===== config.mk =====
export PLATFORM = sky130hd
export DESIGN_NAME = fox_net_if
export DESIGN_NICKNAME = d
export VERILOG_FILES = /design/src/rtl/fox_net_pkg.sv /design/src/rtl/fox_net_if_sync_fifo.sv /design/src/rtl/fox_net_if.sv
export SDC_FILE = /design/constraint.sdc
export NUM_CORES = 1
export LEC_CHECK = 0
export CORE_ASPECT_RATIO = 2
export CORE_MARGIN = 2
export CORE_UTILIZATION = 30
export DETAILED_ROUTE_END_ITERATION = 16
export DONT_BUFFER_PORTS = 1
export PLACE_DENSITY = 0.4
export SYNTH_ARGS = -nofsm -noshare
export SYNTH_HDL_FRONTEND = slang
export SYNTH_SLANG_ARGS = --single-unit

===== constraint.sdc =====
create_clock -name clk -period 5.4 [get_ports clk]
set_input_delay 0.27 -clock clk [delete_from_list [all_inputs] [get_ports clk]]
set_output_delay 0.27 -clock clk [all_outputs]
set_load 0.02 [all_outputs]

===== src/rtl/fox_net_pkg.sv =====
// Register map, STATUS bit positions and packet field placement for the fox network interface.
package fox_net_pkg;

    localparam logic [6:0] OFS_TX_X       = 7'h00;
    localparam logic [6:0] OFS_TX_Y       = 7'h04;
    localparam logic [6:0] OFS_TX_MCAST   = 7'h08;
    localparam logic [6:0] OFS_TX_FLAGS   = 7'h0C;
    localparam logic [6:0] OFS_TX_MTYPE   = 7'h10;
    localparam logic [6:0] OFS_TX_MX      = 7'h14;
    localparam logic [6:0] OFS_TX_MY      = 7'h18;
    localparam logic [6:0] OFS_TX_ELEM    = 7'h1C;
    localparam logic [6:0] OFS_TX_COMMIT  = 7'h20;
    localparam logic [6:0] OFS_STATUS     = 7'h24;
    localparam logic [6:0] OFS_RX_MCAST   = 7'h28;
    localparam logic [6:0] OFS_RX_FLAGS   = 7'h2C;
    localparam logic [6:0] OFS_RX_MTYPE   = 7'h30;
    localparam logic [6:0] OFS_RX_MX      = 7'h34;
    localparam logic [6:0] OFS_RX_MY      = 7'h38;
    localparam logic [6:0] OFS_RX_ELEM    = 7'h3C;
    localparam logic [6:0] OFS_RX_POP     = 7'h40;
    localparam logic [6:0] OFS_STATUS_CLR = 7'h44;

    localparam int ST_TX_FULL  = 0;
    localparam int ST_RX_EMPTY = 1;
    localparam int ST_TX_OVF   = 2;
    localparam int ST_RX_UNF   = 3;
    localparam int ST_TX_CNT   = 8;
    localparam int ST_RX_CNT   = 16;

    // Field LSB positions, element field at bit 0.
    function automatic int pos_my(int e);
        return e;
    endfunction
    function automatic int pos_mx(int e, int mc);
        return e + mc;
    endfunction
    function automatic int pos_mtype(int e, int mc);
        return e + 2*mc;
    endfunction
    function automatic int pos_result(int e, int mc, int mt);
        return e + 2*mc + mt;
    endfunction
    function automatic int pos_done(int e, int mc, int mt);
        return e + 2*mc + mt + 1;
    endfunction
    function automatic int pos_mcast(int e, int mc, int mt);
        return e + 2*mc + mt + 2;
    endfunction
    function automatic int pkt_width(int c, int g, int mt, int mc, int e);
        return 2*c + g + 2 + mt + 2*mc + e;
    endfunction

endpackage


===== src/rtl/fox_net_if_sync_fifo.sv =====
// Power-of-two synchronous FIFO; a push into a full FIFO lands when a pop frees the slot that cycle.
module sync_fifo #(
    parameter int WIDTH = 8,
    parameter int DEPTH = 4,
    localparam int AW = $clog2(DEPTH),
    localparam int CW = AW + 1
) (
    input  logic             clk,
    input  logic             reset_n,
    input  logic             push_i,
    input  logic [WIDTH-1:0] data_i,
    input  logic             pop_i,
    output logic [WIDTH-1:0] data_o,
    output logic             full_o,
    output logic             empty_o,
    output logic [CW-1:0]    count_o
);

    logic [WIDTH-1:0] mem_q [DEPTH];
    logic [AW-1:0]    wr_q, rd_q;
    logic [CW-1:0]    cnt_q;
    logic             do_push, do_pop;

    assign empty_o = (cnt_q == '0);
    assign full_o  = (cnt_q == CW'(DEPTH));
    assign count_o = cnt_q;
    assign data_o  = mem_q[rd_q];
    assign do_pop  = pop_i && !empty_o;
    assign do_push = push_i && (!full_o || do_pop);

    always_ff @(posedge clk) begin
        if (!reset_n) begin
            wr_q  <= '0;
            rd_q  <= '0;
            cnt_q <= '0;
        end else begin
            if (do_push) wr_q <= wr_q + AW'(1);
            if (do_pop)  rd_q <= rd_q + AW'(1);
            cnt_q <= cnt_q + CW'(do_push) - CW'(do_pop);
        end
    end

    always_ff @(posedge clk) begin
        if (do_push) mem_q[wr_q] <= data_i;
    end

endmodule


===== src/rtl/fox_net_if.sv =====
// CPU register front-end for the fox network: stages and commits TX packets, exposes and pops RX packets.
module fox_net_if
    import fox_net_pkg::*;
#(
    parameter int COORD_BITS           = 1,
    parameter int MULTICAST_GROUP_BITS = 1,
    parameter int MATRIX_TYPE_BITS     = 1,
    parameter int MATRIX_COORD_BITS    = 8,
    parameter int MATRIX_ELEMENT_BITS  = 32,
    parameter int TX_DEPTH             = 4,
    parameter int RX_DEPTH             = 4,
    localparam int PKT_W = pkt_width(COORD_BITS, MULTICAST_GROUP_BITS, MATRIX_TYPE_BITS,
                                     MATRIX_COORD_BITS, MATRIX_ELEMENT_BITS)
) (
    input  logic             clk,
    input  logic             reset_n,
    input  logic             bus_valid,
    input  logic             bus_write,
    input  logic [6:0]       bus_addr,
    input  logic [31:0]      bus_wdata,
    output logic [31:0]      bus_rdata,
    output logic             bus_ready,
    output logic [PKT_W-1:0] pkt_out,
    output logic             pkt_out_valid,
    input  logic             pkt_out_ready,
    input  logic [PKT_W-1:0] pkt_in,
    input  logic             pkt_in_valid,
    output logic             pkt_in_ready,
    output logic             irq_rx
);

    localparam int C  = COORD_BITS;
    localparam int G  = MULTICAST_GROUP_BITS;
    localparam int MT = MATRIX_TYPE_BITS;
    localparam int MC = MATRIX_COORD_BITS;
    localparam int E  = MATRIX_ELEMENT_BITS;
    localparam int P_MY = pos_my(E);
    localparam int P_MX = pos_mx(E, MC);
    localparam int P_MT = pos_mtype(E, MC);
    localparam int P_RS = pos_result(E, MC, MT);
    localparam int P_DN = pos_done(E, MC, MT);
    localparam int P_MG = pos_mcast(E, MC, MT);

    logic [C-1:0]  tx_x_q, tx_y_q;
    logic [G-1:0]  tx_mcast_q;
    logic          tx_done_q, tx_res_q;
    logic [MT-1:0] tx_mtype_q;
    logic [MC-1:0] tx_mx_q, tx_my_q;
    logic [E-1:0]  tx_elem_q;
    logic          ovf_q, unf_q, bus_ready_q;
    logic [31:0]   bus_rdata_q, rdata_d, status_d;

    logic [PKT_W-1:0] tx_pkt, rx_head, rx_hd;
    logic tx_full, tx_empty, rx_full, rx_empty;
    logic [$clog2(TX_DEPTH):0] tx_cnt;
    logic [$clog2(RX_DEPTH):0] rx_cnt;

    // An access is taken only when no completion is showing, so bus_ready never repeats back to back.
    logic acc, wr_acc, commit, tx_pop, rx_pop_req, status_clr, rx_push;
    assign acc        = bus_valid && !bus_ready_q;
    assign wr_acc     = acc && bus_write;
    assign commit     = wr_acc && (bus_addr == OFS_TX_COMMIT);
    assign rx_pop_req = wr_acc && (bus_addr == OFS_RX_POP);
    assign status_clr = wr_acc && (bus_addr == OFS_STATUS_CLR);
    assign tx_pop     = pkt_out_ready && !tx_empty;
    assign rx_push    = pkt_in_valid && pkt_in_ready;

    assign tx_pkt = {tx_x_q, tx_y_q, tx_mcast_q, tx_done_q, tx_res_q, tx_mtype_q,
                     tx_mx_q, tx_my_q, tx_elem_q};

    sync_fifo #(.WIDTH(PKT_W), .DEPTH(TX_DEPTH)) u_tx_fifo (
        .clk(clk), .reset_n(reset_n), .push_i(commit), .data_i(tx_pkt), .pop_i(tx_pop),
        .data_o(pkt_out), .full_o(tx_full), .empty_o(tx_empty), .count_o(tx_cnt));

    sync_fifo #(.WIDTH(PKT_W), .DEPTH(RX_DEPTH)) u_rx_fifo (
        .clk(clk), .reset_n(reset_n), .push_i(rx_push), .data_i(pkt_in), .pop_i(rx_pop_req),
        .data_o(rx_head), .full_o(rx_full), .empty_o(rx_empty), .count_o(rx_cnt));

    assign pkt_out_valid = !tx_empty;
    assign pkt_in_ready  = reset_n && !rx_full;
    assign irq_rx        = !rx_empty;
    assign bus_ready     = bus_ready_q;
    assign bus_rdata     = bus_rdata_q;
    assign rx_hd         = rx_empty ? '0 : rx_head;

    always_comb begin
        status_d = '0;
        status_d[ST_TX_FULL]       = tx_full;
        status_d[ST_RX_EMPTY]      = rx_empty;
        status_d[ST_TX_OVF]        = ovf_q;
        status_d[ST_RX_UNF]        = unf_q;
        status_d[ST_TX_CNT +: 8]   = 8'(tx_cnt);
        status_d[ST_RX_CNT +: 8]   = 8'(rx_cnt);
    end

    always_comb begin
        rdata_d = '0;
        case (bus_addr)
            OFS_TX_X:     rdata_d = 32'(tx_x_q);
            OFS_TX_Y:     rdata_d = 32'(tx_y_q);
            OFS_TX_MCAST: rdata_d = 32'(tx_mcast_q);
            OFS_TX_FLAGS: rdata_d = {30'd0, tx_res_q, tx_done_q};
            OFS_TX_MTYPE: rdata_d = 32'(tx_mtype_q);
            OFS_TX_MX:    rdata_d = 32'(tx_mx_q);
            OFS_TX_MY:    rdata_d = 32'(tx_my_q);
            OFS_TX_ELEM:  rdata_d = 32'(tx_elem_q);
            OFS_STATUS:   rdata_d = status_d;
            OFS_RX_MCAST: rdata_d = 32'(rx_hd[P_MG +: G]);
            OFS_RX_FLAGS: rdata_d = {30'd0, rx_hd[P_RS], rx_hd[P_DN]};
            OFS_RX_MTYPE: rdata_d = 32'(rx_hd[P_MT +: MT]);
            OFS_RX_MX:    rdata_d = 32'(rx_hd[P_MX +: MC]);
            OFS_RX_MY:    rdata_d = 32'(rx_hd[P_MY +: MC]);
            OFS_RX_ELEM:  rdata_d = 32'(rx_hd[0 +: E]);
            default:      rdata_d = '0;
        endcase
    end

    always_ff @(posedge clk) begin
        if (!reset_n) begin
            tx_x_q <= '0; tx_y_q <= '0; tx_mcast_q <= '0; tx_done_q <= 1'b0; tx_res_q <= 1'b0;
            tx_mtype_q <= '0; tx_mx_q <= '0; tx_my_q <= '0; tx_elem_q <= '0;
        end else if (wr_acc) begin
            case (bus_addr)
                OFS_TX_X:     tx_x_q     <= bus_wdata[C-1:0];
                OFS_TX_Y:     tx_y_q     <= bus_wdata[C-1:0];
                OFS_TX_MCAST: tx_mcast_q <= bus_wdata[G-1:0];
                OFS_TX_FLAGS: begin
                    tx_done_q <= bus_wdata[0];
                    tx_res_q  <= bus_wdata[1];
                end
                OFS_TX_MTYPE: tx_mtype_q <= bus_wdata[MT-1:0];
                OFS_TX_MX:    tx_mx_q    <= bus_wdata[MC-1:0];
                OFS_TX_MY:    tx_my_q    <= bus_wdata[MC-1:0];
                OFS_TX_ELEM:  tx_elem_q  <= bus_wdata[E-1:0];
                default: ;
            endcase
        end
    end

    always_ff @(posedge clk) begin
        if (!reset_n) begin
            ovf_q       <= 1'b0;
            unf_q       <= 1'b0;
            bus_ready_q <= 1'b0;
            bus_rdata_q <= '0;
        end else begin
            ovf_q <= (ovf_q && !(status_clr && bus_wdata[ST_TX_OVF])) ||
                     (commit && tx_full && !tx_pop);
            unf_q <= (unf_q && !(status_clr && bus_wdata[ST_RX_UNF])) ||
                     (rx_pop_req && rx_empty);
            bus_ready_q <= acc;
            bus_rdata_q <= (acc && !bus_write) ? rdata_d : '0;
        end
    end

endmodule

==> flow_metrics.py, run 1 <==
metrics = {
    "placed_design": {
        "port_buffers": 0,
        "placed_cells": 1923,
        "pre_cts_ws_ps": 2315,
        "dp.final_hpwl_mm": 33.22,
        "gp_congestion": 0.7246,
    },
    "sta": {
        "hold_violations": 0,
        "fin_skew_ps": 33.25,
        "slew_viol_final": 0,
        "whs_ps": 51.95,
        "post-route-period-util": 0.5533,
        "final-setup-viol-count": 0,
        "layout_min_cycle_time_ps": 2988,
        "worst_slew_pin_slew_ps": 1099,
        "fin_setup_tns_ps": 0,
        "max_slew_margin": 0.2655,
        "fin_ws_ps": 2412,
        "rsz0062_at_grt": "no",
        "max_freq_mhz": 334.7,
    },
    "yosys": {
        "synth-async-reset-ratio": 0,
        "yosysSeqAreaShare": 0.7473,
        "synth-main-ff-cell": "edfxtp_1",
        "synth_edf_count": 424,
        "synth_cell_types": 57,
        "synth_cells": 1083,
        "syn_area_sq_mm": 0.01990,
        "yosysWarnings": 0,
        "synth_seq_cells": 531,
        "syn-num-nets": 1195,
        "avgSynthCellArea_sq_um": 18.38,
    },
    "die": {
        "core_area_sq_mm": 0.06573,
        "die_h_um": 368.3,
        "start_util": 0.3028,
        "io-pin-count": 189,
        "dieArea_sq_mm": 0.06855,
        "rows": 133,
        "die_x_um": 186.1,
    },
    "drt": {
        "drtIter0Drc": 758,
        "postRouteAntennaNets": 0,
        "vias_per_cell": 4.803,
        "wl_per_cell_um": 24.48,
        "first_pass_iters": 5,
        "drc": 0,
        "wirelength_mm": 51.78,
        "vias": 10159,
    },
    "power": {
        "p_leak_nw": 7.516,
        "vdd_drop_max_mv": 0.2919,
        "power_density_mw_per_mm2": 399.9,
    },
    "hold_path": {
        "holdPathStages": 2,
        "holdPathEnd": "bus_rdata[5]$_SDFF_PN0_",
        "hp-start": "bus_addr[0]",
        "hold_path_class": "input port to flip-flop",
    },
    "cts": {
        "post_cts_buffers": 0,
        "clkSlewWorstSetupHoldPaths_ps": 70,
        "clk_latency_ps": 590,
        "h-tree-depth": 2,
        "cts_sinks": 531,
        "cts-buffers-inserted": 50,
        "cts_tree": "built",
        "cts_root_buf": "clkbuf_16",
        "cts.path.max_buffers": 3,
    },
    "critical_path": {
        "setup.worst_path.class": "flip-flop to flip-flop",
        "crit_path_max_incr_delay_ps": 710,
        "critPathMaxFanout": 27,
        "rr_startpoint": "bus_ready$_SDFF_PN0_",
        "worst_r2r_path_depth": 5,
        "reg2reg_to": "u_tx_fifo.mem_q[3][1]$_DFFE_PP_",
        "cp_common_cell": "buf_4",
        "arrival_ps": 3230,
        "cp-end-kind": "flip-flop",
        "crit_chain": "and3b_1 > buf_4 > nor4b_4 > and2_2 > buf_4",
        "worst-endpoint-required_ps": 5650,
        "startpoint_type": "flip-flop",
        "cp_slowest_cell": "and2_2",
        "rrSetupSlack_ps": 2410,
    },
    "global_routing": {
        "grt_first_pass_wirelength_mm": 75.72,
        "grt_max_degree": 63,
        "grt_overflow": 0,
        "grt_pass1_vias": 10853,
        "grtUsageTotal": 0.1530,
        "antenna_found_initial": 4,
    },
    "cells_and_area": {
        "drive_above_1_share": 0.1914,
        "area_delta_synth_final_pct": 18.17,
        "final_cell_mix": "edfxtp_1, mux4_2, dfxtp_1",
        "final_common_cell": "edfxtp_1",
        "layout.nets": 1304,
        "final_util": 0.3578,
        "post_layout_nonfiller_instances": 2115,
    },
    "status": {
        "status": "completed",
    },
    "run": {
        "drv_cap": 0,
    },
}
metal layers:
layer	vias up	GRT usage	routed length, um
met4	0	0.05224	1565
met5	-	0	0
met1	5277	0.1879	20960
li1	4506	-	-
met3	76	0.03778	3320
met2	300	0.2605	25930
logic make-up (layout without fill, tap and decap cells):
kind of cell,after synthesis,count (layout),share of synthesized area
adders and majority gates,13,13,0.008926
buffers and inverters,74,224,0.01722
and+or+nand+nor,221,221,0.05576
AOI/OAI and AO/OA,111,111,0.03766
xor gates and xnor gates,9,9,0.003960
muxes,124,124,0.1292
DFF,531,531,0.7473
other,0,5,0
stage by stage:
stage,power [mW],area [sq um]
final,9.405,23520
after global routing,9.762,23520
after CTS,9.589,23510
after detailed placement,5.884,20920
after global placement,5.876,20920
after floorplan,5.596,19900
cell usage after synthesis (6+ instances only):
cell | count | share of area
clkbuf_1 | 25 | 0.0047
nor2_1 | 52 | 0.0098
a222oi_1 | 9 | 0.0045
nand3_1 | 25 | 0.0063
xnor2_1 | 7 | 0.0031
a31oi_1 | 6 | 0.0019
ha_1 | 11 | 0.0069
dfxtp_1 | 107 | 0.11
edfxtp_1 | 424 | 0.64
a22oi_1 | 28 | 0.011
a21oi_1 | 50 | 0.013
buf_4 | 7 | 0.0026
mux4_2 | 106 | 0.12
nand2_1 | 90 | 0.017
buf_2 | 25 | 0.0063
mux2i_1 | 15 | 0.0075
and2_1 | 15 | 0.0047
inv_1 | 12 | 0.0023
cell type report:
class	instances	area (sq um)
fillers	6194	42210
flip-flops and latches	531	14880
multi-input cells	478	4707
clock buffers	71	1401
repair buffers	118	1121
well taps	877	1097
clock inverters	22	249.0
inverters	13	48.80
diodes	5	12.51
state kept, by name (all words and copies together), names as in the netlist, 2 cells and up, named ones only:
name / cells
bus_rdata: 32
tx_elem_q: 32
tx_mx_q: 8
tx_my_q: 8
u_rx_fifo.count_o: 3
u_rx_fifo.mem_q: 208
u_rx_fifo.rd_q: 2
u_rx_fifo.wr_q: 2
u_tx_fifo.count_o: 3
u_tx_fifo.mem_q: 216
u_tx_fifo.rd_q: 2
u_tx_fifo.wr_q: 2
where the power goes:
group | internal (mW) | switching (mW)
Clock | 2.05 | 1.54
Sequential | 4.46 | 0.114
Combinational | 0.501 | 0.737
Total | 7.02 | 2.39
worst max-delay path by stage:
| stage | startpoint | end | slack, ps |
|---|---|---|---|
| 4_1_cts | flip-flop | pkt_out[48] | 2250 |
| 3_3_place_gp | bus_ready$_SDFF_PN0_ | u_tx_fifo.mem_q[0][50]$_DFFE_PP_ | 2340 |
| 3_5_place_dp | bus_ready$_SDFF_PN0_ | u_tx_fifo.mem_q[0][50]$_DFFE_PP_ | 2310 |
| 5_1_grt | bus_ready$_SDFF_PN0_ | u_tx_fifo.mem_q[0][1]$_DFFE_PP_ | 2180 |
| 2_1_floorplan | bus_addr[1] | u_tx_fifo.mem_q[0][0]$_DFFE_PP_ | 2350 |
| 6_report | bus_ready$_SDFF_PN0_ | u_tx_fifo.mem_q[3][1]$_DFFE_PP_ | 2410 |
worst max-delay path: cells and delay by family, from the launching register on:
family / cells / cell delay [ps]
AND/OR/NAND/NOR: 3 / 1470
buffers and inverters: 2 / 760
flip-flops: 1 / 380
what timing repair did:
action                                 4_1_cts  5_1_grt
endpoints found under the hold margin      273        0
hold buffers                                94        0
setup endpoints to repair                    0        0
resized for setup                            0        0
No activity file was read; power rests on OpenSTA's default activity.
==> run 2: changes to the inputs <==
--- a/config.mk
+++ b/config.mk
@@ -10,7 +10,7 @@
 export CORE_UTILIZATION = 30
 export DETAILED_ROUTE_END_ITERATION = 16
 export DONT_BUFFER_PORTS = 1
-export PLACE_DENSITY = 0.4
+export PLACE_DENSITY = 0.41
 export SYNTH_ARGS = -nofsm -noshare
 export SYNTH_HDL_FRONTEND = slang
 export SYNTH_SLANG_ARGS = --single-unit
==> constraint.sdc (replaced) <==
create_clock -name clk -period 2.7 [get_ports clk]
set_input_delay 0.135 -clock clk [delete_from_list [all_inputs] [get_ports clk]]
set_output_delay 0.135 -clock clk [all_outputs]
set_load 0.02 [all_outputs]
==> run 2 against run 1 <==
Clock skew fell by 6.6 ps. Via count is 0.59% higher. Non-clock buffer count up 26. Routed wire length decreased by 0.48%. Final cell count is 0.95% higher. Critical endpoint is now bus_rdata[31]$_SDFF_PN0_.
==> flow_metrics.py, run 2 (synthesis results as in run 1) <==
metrics = {
    "power": {
        "power_density_mw_per_mm2": 774.0,
        "p_leak_nw": 7.625,
        "finalPower_mw": 18.40,
        "vdd_drop_max_mv": 0.4054,
        "p_clk_frac": 0.362,
        "power_frac_seq": 0.494,
        "netSwitchingFraction": 0.2581,
        "intPower_mw": 13.65,
        "p_switching_mw": 4.748,
        "combPwrFrac": 0.144,
    },
    "critical_path": {
        "worst_r2r_path_depth": 9,
        "critical_path_buf_inv_count": 4,
        "reg2reg_to": "u_tx_fifo.count_o[2]$_SDFF_PN0_",
        "crit_path_max_incr_delay_ps": 650,
        "crit_chain": "dlygate4sd3_1 > nor3b_1 > dlygate4sd3_1 > buf_4 > and2_1 > buf_4 > a22oi_1 > nor2_1",
        "crit_start": "bus_addr[5]",
        "critPathMaxFanout": 24,
        "rr_startpoint": "u_tx_fifo.count_o[1]$_SDFF_PN0_",
        "crit_family": "buffers and inverters",
        "arrival_ps": 2970,
        "cp_slowest_cell": "dlygate4sd3_1",
        "rrSetupSlack_ps": 520,
        "worst-endpoint-required_ps": 3210,
        "startpoint_type": "input port",
        "setup.worst_path.class": "input port to flip-flop",
        "cp-end-kind": "flip-flop",
    },
    "cts": {
        "cts-buffers-inserted": 48,
        "cts.path.max_buffers": 3,
        "cts_sinks": 531,
        "clkSlewWorstSetupHoldPaths_ps": 70,
        "h-tree-depth": 2,
        "cts-resized-gates": 0,
        "clk_latency_ps": 590,
        "cts_root_buf": "clkbuf_16",
        "cts_tree": "built",
    },
    "global_routing": {
        "use_met2": 0.2620,
        "grt_use_met3": 0.03422,
        "grt_overflow": 0,
        "antenna_found_initial": 4,
        "met1_usage": 0.1868,
        "grt.busiest_layer": "met2",
        "grtUsageTotal": 0.1519,
        "grt_pass1_vias": 10947,
        "grt_first_pass_wirelength_mm": 75.58,
        "grt_max_degree": 53,
    },
    "run": {
        "drv_cap": 0,
    },
    "cells_and_area": {
        "drive_above_1_share": 0.2000,
        "layout.nets": 1328,
        "area_delta_synth_final_pct": 19.44,
        "multi_input_area_sq_mm": 0.004698,
        "top_register": "u_tx_fifo.mem_q",
        "regArea_sq_mm": 0.01488,
        "biggestRegsByFlops": "u_tx_fifo.mem_q x216, u_rx_fifo.mem_q x208",
        "largest_register_ffs": 216,
        "num-fill-cells": 6251,
        "final_common_cell": "edfxtp_1",
        "final_cell_mix": "edfxtp_1, mux4_2, dfxtp_1",
    },
    "die": {
        "die_x_um": 186.1,
        "start_util": 0.3028,
        "dieArea_sq_mm": 0.06855,
        "die_h_um": 368.3,
        "io-pin-count": 189,
        "core_area_sq_mm": 0.06573,
        "rows": 133,
    },
    "drt": {
        "drc": 0,
        "first_pass_iters": 4,
        "vias_per_cell": 4.786,
        "drtIter0Drc": 582,
        "wl_per_cell_um": 24.14,
        "vias": 10219,
        "postRouteAntennaNets": 0,
        "wirelength_mm": 51.53,
    },
    "placed_design": {
        "port_buffers": 0,
        "dp.final_hpwl_mm": 33.34,
        "gp_congestion": 0.7509,
    },
    "hold_path": {
        "holdPathEnd": "bus_rdata[5]$_SDFF_PN0_",
        "hp-start": "bus_addr[2]",
        "hold_path_class": "input port to flip-flop",
        "holdPathStages": 3,
    },
    "sta": {
        "max_slew_margin": 0.5478,
        "post-route-period-util": 0.9135,
        "fin_setup_tns_ps": 0,
        "final-setup-viol-count": 0,
        "rsz0062_at_grt": "no",
        "hold_violations": 0,
        "fin_skew_ps": 26.64,
        "worst_slew_pin_slew_ps": 680.4,
        "layout_min_cycle_time_ps": 2466,
        "max_freq_mhz": 405.4,
        "slew_viol_final": 0,
    },
    "status": {
        "status": "completed",
    },
}
==> run 2: layout make-up <==
type	count	area share
sequential	531	0.6261
multi-input combinational	478	0.1976
timing repair buffer	144	0.06411
clock buffer	62	0.05537
tap	877	0.04616
clock inverter	27	0.008263
inverter	13	0.002053
antenna	3	0.0003158
==> run 2: how the worst max path moves through the flow <==
stage,slack [ps],depth (start not counted),end
floorplan,120,3,u_rx_fifo.mem_q[1][0]$_DFFE_PP_
finish,230,8,bus_rdata[31]$_SDFF_PN0_
global placement,490,9,u_tx_fifo.count_o[2]$_SDFF_PN0_
global route,120,8,bus_rdata[13]$_SDFF_PN0_
CTS,290,2,pkt_out[48]
detailed placement,480,5,bus_rdata[7]$_SDFF_PN0_
==> run 2: metrics by stage <==
stage | instance area [sq um] | util | instances | worst slack (ps) | hold slack (ps)
final | 23770 | 0.3617 | 2135 | 233.6 | 23.78
after global placement | 21230 | 0.3230 | 1941 | 485.7 | 234.1
after floorplan | 19910 | - | 1083 | 116.3 | 233.9
after detailed placement | 21230 | 0.3230 | 1941 | 480.1 | 234.1
after CTS | 23770 | 0.3615 | 2132 | 292.1 | 6.577
after global routing | 23770 | 0.3617 | 2135 | 119.7 | 38.61
==> run 2: repair_timing <==
action / in CTS / in global routing
hold endpoints to repair: 277 / 0
setup endpoints to repair: 0 / 0
hold buffers: 102 / 0
setup buffers: 0 / 0
==> run 2: power by group through the flow <==
stage	Sequential (mW)	Clock, mW	Combinational, mW
6_report	9.09	6.67	2.64
4_1_cts	9.10	6.93	2.73
2_1_floorplan	9.16	0	2.03
3_5_place_dp	9.29	0	2.55
3_3_place_gp	9.28	0	2.54
5_1_grt	9.12	7.18	2.83
==> run 2: worst register-to-register path: stages (launching register included) <==
cell and delay (ps):
dfxtp_1 510, nor4b_1 100, buf_4 160, nor4b_4 310
ha_1 190, inv_1 50, fa_1 400, xor2_1 160
xnor2_1 150, nor2_1 50
==> run 2: per-layer routing <==
layer	part of all wire	routed length (um)
met5	0.00025	13
met2	0.51	26150
met4	0.026	1323
met3	0.058	3005
met1	0.41	21030
==> run 3: changes to the inputs <==
--- a/config.mk
+++ b/config.mk
@@ -10,6 +10,7 @@
 export CORE_UTILIZATION = 30
 export DETAILED_ROUTE_END_ITERATION = 16
 export DONT_BUFFER_PORTS = 1
+export MAX_ROUTING_LAYER = met4
 export PLACE_DENSITY = 0.41
 export SYNTH_ARGS = -nofsm -noshare
 export SYNTH_HDL_FRONTEND = slang
==> run 3 against run 2 <==
Clock-buffer cell count unchanged. Register-to-register slack about the same. Clock skew down 1.3 ps. Via count about the same. Final cell count up 0.19%. Critical path depth unchanged. Core utilization about the same. Critical path type unchanged. Largest cell class unchanged.
==> flow_metrics.py, run 3 (synthesis results as in run 1) <==
metrics = {
    "sta": {
        "fin_setup_tns_ps": 0,
        "max_freq_mhz": 406.7,
        "hold_violations": 0,
        "rsz0062_at_grt": "no",
        "fin_skew_ps": 25.34,
        "final-setup-viol-count": 0,
        "post-route-period-util": 0.9108,
        "whs_ps": 36.45,
        "fin_ws_ps": 240.9,
        "max_slew_margin": 0.5496,
        "layout_min_cycle_time_ps": 2459,
        "worst_slew_pin_slew_ps": 677.8,
        "slew_viol_final": 0,
    },
    "drt": {
        "wirelength_mm": 51.50,
        "dr_wl_met3_mm": 2.950,
        "first_pass_iters": 5,
        "drtIter0Drc": 578,
        "wl_per_cell_um": 24.08,
        "dr.max_layer_used": "met4",
        "vias_per_cell": 4.779,
        "vias": 10223,
        "postRouteAntennaNets": 0,
        "drt-met1-wl_mm": 21.11,
        "drc": 0,
        "wl_met2_mm": 26.08,
    },
    "die": {
        "dieArea_sq_mm": 0.06855,
        "rows": 133,
        "die_h_um": 368.3,
        "start_util": 0.3028,
        "core_area_sq_mm": 0.06573,
        "io-pin-count": 189,
        "die_x_um": 186.1,
    },
    "power": {
        "p_leak_nw": 7.625,
        "vdd_drop_max_mv": 0.4044,
        "finalPower_mw": 18.40,
        "combPwrFrac": 0.144,
        "p_clk_frac": 0.362,
        "power_density_mw_per_mm2": 773.7,
        "intPower_mw": 13.65,
        "power_frac_seq": 0.494,
        "p_switching_mw": 4.749,
        "netSwitchingFraction": 0.2581,
    },
    "critical_path": {
        "worst-endpoint-required_ps": 3210,
        "cp-end-kind": "flip-flop",
        "startpoint_type": "input port",
        "arrival_ps": 2970,
        "critPathMaxFanout": 24,
        "setup.worst_path.class": "input port to flip-flop",
    },
    "cells_and_area": {
        "layout.nets": 1328,
        "biggestRegsByFlops": "u_tx_fifo.mem_q x216, u_rx_fifo.mem_q x208",
        "final_cell_mix": "edfxtp_1, mux4_2, dfxtp_1",
        "post_layout_nonfiller_instances": 2139,
        "num-fill-cells": 6255,
        "area_delta_synth_final_pct": 19.49,
        "final_cell_area_sq_mm": 0.02378,
        "top_register": "u_tx_fifo.mem_q",
        "final_util": 0.3618,
        "drive_above_1_share": 0.2000,
        "largest_register_ffs": 216,
        "final_common_cell": "edfxtp_1",
    },
    "status": {
        "status": "completed",
    },
    "cts": {
        "cts_sinks": 531,
        "hold_buffers": 102,
        "cts-resized-gates": 0,
        "cts-buffers-inserted": 48,
        "clkSlewWorstSetupHoldPaths_ps": 70,
        "cts_tree": "built",
        "cts.path.max_buffers": 3,
        "h-tree-depth": 2,
        "cts_root_buf": "clkbuf_16",
        "post_cts_buffers": 0,
        "clk_latency_ps": 590,
    },
    "global_routing": {
        "grt_first_pass_wirelength_mm": 75.40,
        "antenna_found_initial": 7,
        "grt_pass1_vias": 10925,
        "grt_max_degree": 53,
        "grt_overflow": 0,
        "grtUsageTotal": 0.1563,
    },
    "placed_design": {
        "placed_cells": 1941,
        "port_buffers": 0,
        "gp_congestion": 0.7606,
        "dp.final_hpwl_mm": 33.34,
        "dpl-instance-area_sq_mm": 0.02123,
        "pre_cts_ws_ps": 480.1,
    },
    "hold_path": {
        "hold_path_class": "input port to flip-flop",
    },
    "run": {
        "drv_cap": 0,
    },
}
-- run 3: final cells by class --
cell class	instances	area (sq um)	share of cell area
clock buffers	62	1316	0.05535
repair buffers	144	1524	0.06408
well taps	877	1097	0.04614
clock inverters	27	196.4	0.008260
inverters	13	48.80	0.002052
multi-input cells	478	4698	0.1975
diodes	7	17.52	0.0007365
flip-flops and latches	531	14880	0.6258
-- run 3: power by group through the flow --
stage	clock network (mW)	registers (mW)	logic [mW]
floorplan	0	9.16	2.03
global placement	0	9.28	2.54
detailed placement	0	9.29	2.55
CTS	6.93	9.10	2.73
global route	7.18	9.12	2.83
finish	6.66	9.09	2.65
-- run 3: worst paths after layout --
| kind | startpoint | endpoint | slack [ps] | depth (start not counted) |
|---|---|---|---|---|
| hold reg to reg | ovf_q$_SDFF_PN0_ | ovf_q$_SDFF_PN0_ | 500 | 2 |
| setup / recovery | bus_addr[5] | bus_rdata[31]$_SDFF_PN0_ | 240 | 8 |
| hold / removal | bus_addr[3] | unf_q$_SDFF_PN0_ | 40 | 4 |
| setup reg to reg | u_tx_fifo.count_o[1]$_SDFF_PN0_ | u_tx_fifo.count_o[2]$_SDFF_PN0_ | 520 | 9 |
-- run 3: critical path, stage by stage --
cell           delay (ps)
dlygate4sd3_1         660
nor3b_1               360
dlygate4sd3_1         610
buf_4                 150
and2_1                350
buf_4                 380
a22oi_1               140
nor2_1                170
-- run 3: metal layers --
metal  vias up  GRT usage
met5         -          -
met4         0    0.04906
met3        80    0.03591
met2       260     0.2598
met1      5333     0.1875
li1       4550          -
